===== src/rtl/ex_stage.sv =====
// ex_stage: execute stage of a 5-stage RV32 pipeline plus the EX/MEM register.
//
// Operand forwarding happens here. The EX/MEM (M) stage takes priority over
// writeback (W). Register x0 is never forwarded. The ALU result is used both
// for the M-stage capture and for the branch-equal test. The redirect
// target is always PCE + ImmExtE.
//
// Ports
//   clk, reset           : clock; asynchronous active-high reset
//   *E inputs            : decoded EX-stage bundle (control, operands, PC values)
//   RegWriteW/RdW/ResultW: writeback-stage register write happening this cycle
//   hold                 : memory-side stall; freezes EX/MEM and blocks redirect
//   PCSrcE, PCTargetE    : combinational fetch redirect and its target
//   *M outputs           : registered EX/MEM bundle
module ex_stage (
  input  logic        clk,
  input  logic        reset,
  input  logic        RegWriteE,
  input  logic [1:0]  ResultSrcE,
  input  logic        MemWriteE,
  input  logic        JumpE,
  input  logic        BranchE,
  input  logic [2:0]  ALUControlE,
  input  logic        ALUSrcE,
  input  logic [31:0] rd1E,
  input  logic [31:0] rd2E,
  input  logic [31:0] PCE,
  input  logic [4:0]  Rs1E,
  input  logic [4:0]  Rs2E,
  input  logic [4:0]  RdE,
  input  logic [31:0] ImmExtE,
  input  logic [31:0] PCPlus4E,
  input  logic        RegWriteW,
  input  logic [4:0]  RdW,
  input  logic [31:0] ResultW,
  input  logic        hold,
  output logic        PCSrcE,
  output logic [31:0] PCTargetE,
  output logic        RegWriteM,
  output logic [1:0]  ResultSrcM,
  output logic        MemWriteM,
  output logic [31:0] ALUResultM,
  output logic [31:0] WriteDataM,
  output logic [4:0]  RdM,
  output logic [31:0] PCPlus4M
);

  logic [31:0] fwd_m;
  logic [31:0] src_a;
  logic [31:0] src_b_fwd;
  logic [31:0] src_b;
  logic [31:0] alu_result;
  logic        zero;

  // A jump-and-link sitting in M produces PC+4, not its ALU result. A load
  // in M still forwards the address: load-use hazards are stalled upstream.
  always_comb begin
    fwd_m = (ResultSrcM == 2'b10) ? PCPlus4M : ALUResultM;
  end

  always_comb begin
    src_a = rd1E;
    if (RegWriteM && (RdM != 5'd0) && (RdM == Rs1E))
      src_a = fwd_m;
    else if (RegWriteW && (RdW != 5'd0) && (RdW == Rs1E))
      src_a = ResultW;
  end

  always_comb begin
    src_b_fwd = rd2E;
    if (RegWriteM && (RdM != 5'd0) && (RdM == Rs2E))
      src_b_fwd = fwd_m;
    else if (RegWriteW && (RdW != 5'd0) && (RdW == Rs2E))
      src_b_fwd = ResultW;
  end

  always_comb begin
    src_b = ALUSrcE ? ImmExtE : src_b_fwd;
  end

  always_comb begin
    alu_result = 32'd0;
    case (ALUControlE)
      3'b000:  alu_result = src_a + src_b;
      3'b001:  alu_result = src_a - src_b;
      3'b010:  alu_result = src_a & src_b;
      3'b011:  alu_result = src_a | src_b;
      3'b100:  alu_result = src_a ^ src_b;
      3'b101:  alu_result = ($signed(src_a) < $signed(src_b)) ? 32'd1 : 32'd0;
      3'b110:  alu_result = src_a << src_b[4:0];
      3'b111:  alu_result = src_a >> src_b[4:0];
      default: alu_result = 32'd0;
    endcase
  end

  always_comb begin
    zero      = (alu_result == 32'd0);
    PCTargetE = PCE + ImmExtE;
    // A stalled instruction must not redirect fetch. It redirects once the
    // stall clears, which prevents a duplicate redirect.
    PCSrcE    = ~hold & (JumpE | (BranchE & zero));
  end

  always_ff @(posedge clk or posedge reset) begin
    if (reset) begin
      RegWriteM  <= 1'b0;
      ResultSrcM <= 2'b00;
      MemWriteM  <= 1'b0;
      ALUResultM <= 32'd0;
      WriteDataM <= 32'd0;
      RdM        <= 5'd0;
      PCPlus4M   <= 32'd0;
    end else if (!hold) begin
      RegWriteM  <= RegWriteE;
      ResultSrcM <= ResultSrcE;
      MemWriteM  <= MemWriteE;
      ALUResultM <= alu_result;
      WriteDataM <= src_b_fwd;
      RdM        <= RdE;
      PCPlus4M   <= PCPlus4E;
    end
  end

endmodule


===== config.mk =====
export PLATFORM = sky130hd
export DESIGN_NAME = ex_stage
export DESIGN_NICKNAME = d
export VERILOG_FILES = /design/src/rtl/ex_stage.sv
export SDC_FILE = /design/constraint.sdc
export NUM_CORES = 1
export LEC_CHECK = 0
export ABC_AREA = 1
export CORE_MARGIN = 4
export CORE_UTILIZATION = 35
export CTS_BUF_LIST = sky130_fd_sc_hd__clkbuf_8 sky130_fd_sc_hd__clkbuf_16
export DETAILED_ROUTE_END_ITERATION = 10
export PLACE_DENSITY = 0.63
export RECOVER_POWER = 100
export SKIP_LAST_GASP = 1
export SLEW_MARGIN = 30
export SYNTH_ARGS = -nofsm -noshare
export SYNTH_HDL_FRONTEND = slang
export SYNTH_SLANG_ARGS = --single-unit

===== constraint.sdc =====
create_clock -name clk -period 19.4 [get_ports clk]
set_clock_uncertainty 0.1 [all_clocks]
set_input_delay 5.82 -clock clk [delete_from_list [all_inputs] [get_ports clk]]
set_output_delay 5.82 -clock clk [all_outputs]
set_load 0.05 [all_outputs]

==> parameters.txt <==
Parameter                              Value

Placed design
  Post-detailed-placement half-perimeter wirelength    around 77000 microns
  Gp weighted congestion    1.06
  I/O Buffers    363
  Post-place instance area    20100 sq um

Layout
  # nets final    3391
  Multi-input gate area in the final layout    roughly 12000 sq um
  FF/Latch Area    2630 sq um
  Filler cell count in the final layout    between 4000 and 5000
  Summed area of non-filler cells in the final layout    20400 sq um
  Share of layout cells above drive strength 1    3.55%
  Area grow syn2layout    25.8%

Yosys
  Part of the Yosys area used for sequential elements    16.2%
  Fraction of registers with async set or reset after synthesis    100%
  Post-synth EDFFs    0
  Commonest cells post-synth    nand2_1 (841), nand3_1 (460), inv_1 (236)
  Number of different library cells in the post-synthesis netlist    55
  Post-Syn Instances    roughly 2800
  Mean area per synthesized cell    around 6 sq um
  Ys flop type    dfrtp_1
  Synth area leaders    nand2_1 (19%), dfrtp_1 (16%), nand3_1 (14%), ha_1 (9.9%), o21ai_0 (6.4%)
  Synth Register Bits    about 110
  Proportion of netlist area held by the largest area contributor    between 10% and 20%
  Library cell occupying the most area in the post-synthesis netlist    nand2_1
  Ys Warns    0
  Post-Syn Nets    3137
  Most frequently used cell type in the post-synthesis netlist    nand2_1
  Post-synthesis instance area    16200 sq um

Worst setup path
  Launch point of the worst reg-to-reg path    RdM[3]
  End of the worst register-to-register path    ALUResultM[0]
  Most used cell along the critical path    nand2_1
  Worst R2R Setup Slack    12.92 ns
  Number of cell instances on the worst register-to-register path    24
  Type of element launching the critical path    primary input
  Data arrival time at the worst-slack endpoint    12.79 ns
  Worst stage delay on the critical path    0.75 ns
  Type of destination of the critical path    primary output
  Library cell contributing the largest single delay on the critical path    inv_1
  Critical-path maximum fanout    25
  Required time of the critical path    13.48 ns
  Critical path start-end classification    in2out

Route
  Detail-routed net length per standard cell    between 20 and 30 microns
  DRC errors left    0
  Number of vias per cell    5.87
  DR iter-0 viols    3150
  Total via count in the routed design    21400
  Post-route ant nets    0
  Total length of routed wires    between 90000 and 100000 microns
  Number of optimization iterations in the first detailed-route pass    6

Timing
  Worst hold margin    between 0.3 and 0.4 ns
  Shortest clock period the worst path allows after layout    18.71 ns
  Max frequency    about 53 MHz
  Unrepaired setup endpoints after global routing    false
  Number of hold violations in the final report    0
  Worst rel slew slack    -152%
  Endpoints failing setup    0
  Period Utilization, post-route    96.4%
  Final total negative setup slack    0 ns
  Max Slew Vio Count    roughly 250
  Transition time at the pin with the least slew margin    3.78 ns

Clocking
  Clock sink total    105
  Post-CTS clock slew at the launch and capture registers of the worst setup and hold paths    0.08 ns
  Clock tree from TritonCTS    yes
  CTS buffer count    9
  Number of hold buffers added after cts    0
  Buffers from clock root to sink, at most    2
  H-Tree Level Count    3
  CTS-repair resized insts    0
  Number of post-CTS setup repair buffers    0
  Root Driver    clkbuf_16
  Worst skew pair latency    around 0.37 ns

Power
  Total chip power    0.00135 W
  Maximum vdd ir drop    approximately 0.038 mV
  Leakage power    around 10 nW
  Total power per unit cell area    66.0 nW/um^2

Die
  Total Die Area    49900 sq um
  Height of the die    between 200 and 250 microns
  Die outline width    223 microns
  Starting density of the core    ~36%
  Core region area    45600 sq um
  Cell row count    between 70 and 80
  Number of top-level pins    364

Global routing
  Largest net degree at the start of global routing    between 90 and 100
  Total global routing overflow    0
  Global-route usage over all layers    36.5%
  Antenna violations before repair    7
  Number of global-route vias before repair    20200
  Global-route wire length before repair    around 140000 microns

Run status
  Status    complete, but fails checks
  Violations in the final reports    max-capacitance violations, max-slew violations

Min path
  Start point of the worst hold path    WriteDataM[2]
  Worst Hold Path Cells    2
  Class of the worst hold path    reg2reg
  Capture endpoint of the worst hold path    WriteDataM[2]

Run
  Number of maximum-capacitance violations    5
sequential cells by signal, summed over array words and instances (netlist names):
| name | cells |
|---|---|
| ALUResultM | 32 |
| MemWriteM | 1 |
| PCPlus4M | 32 |
| RdM | 5 |
| RegWriteM | 1 |
| ResultSrcM | 2 |
| WriteDataM | 32 |
worst max-delay path by stage:
stage,end,cells after the start,slack [ns],startpoint
CTS,PCSrcE,32,1.29,RdW[0]
global route,PCSrcE,29,0.42,Rs2E[3]
finish,PCSrcE,32,0.69,Rs2E[3]
detailed placement,PCSrcE,32,1.32,RdW[0]
floorplan,PCSrcE,32,3.57,RdW[3]
global placement,PCSrcE,32,1.29,Rs2E[3]
kinds of logic after synthesis:
| group | count (synthesis) | share of synthesized area, % |
|---|---|---|
| compound gates | 500 | 17.2 |
| mux | 8 | 0.493 |
| buf+inv | 400 | 10.4 |
| xor+xnor | 65 | 3.51 |
| fa+ha+maj | 131 | 10.2 |
| simple gates | 1571 | 42.0 |
| flops | 105 | 16.2 |
per-stage QoR:
step | cells | worst slack (ns) | util [%]
floorplan | 2780 | 3.57 | -
global placement | 3623 | 1.29 | 44.2
detailed placement | 3623 | 1.32 | 44.2
CTS | 3639 | 1.29 | 44.9
global route | 3640 | 0.425 | 44.8
finish | 3643 | 0.693 | 44.8
critical path: cells and delay by family:
kind	cells	cell delay (ns)
simple gates	19	2.85
compound gates	6	1.43
buf+inv	4	1.64
fa+ha+maj	2	0.86
xor+xnor	1	0.16
report_power, final:
part,switching (W),internal [W],total (W)
logic,0.000624,0.000253,0.000877
registers,0.0000280,0.000246,0.000274
clock network,0.0000921,0.000104,0.000196
total,0.000744,0.000603,0.00135
per-layer routing:
metal	track usage [%]	routed length (microns)	up-vias
li1	-	-	9787
met1	50.4	40100	9948
met2	53.8	39800	1396
met3	8.96	10100	228
met4	16.4	5370	8
met5	0	61	-
cells in the final DEF (no fill, tap or decap), types with 7 or more instances in the layout:
cell type and instances:
inv_1 236, o22a_1 8, o21ai_0 210, o2111ai_1 10, clkbuf_16 9, o21ai_1 10, dfrtp_1 105, o211ai_1 18
nand3_2 8, nand2_1 840, nand3_1 460, clkdlybuf4s50_1 223, a21oi_1 169, a31oi_1 18, nand4_1 34, o22ai_1 13
xor2_1 48, or2_2 14, xnor2_1 17, dlygate4sd3_1 138, buf_4 27, a21o_1 7, nor2_1 163, a221oi_1 9
nor3_1 19, mux2i_1 8, ha_1 128, inv_2 11, nand2_2 13
layout make-up:
type / instances / share of cell area (%)
multi-input cells: 2275 / 58.5
repair buffers: 393 / 18.9
flip-flops and latches: 105 / 12.9
inverters: 250 / 4.60
well taps: 600 / 3.68
clock buffers: 10 / 1.17
clock inverters: 6 / 0.319
diodes: 4 / 0.0490
(Power assumes the default switching activity.)
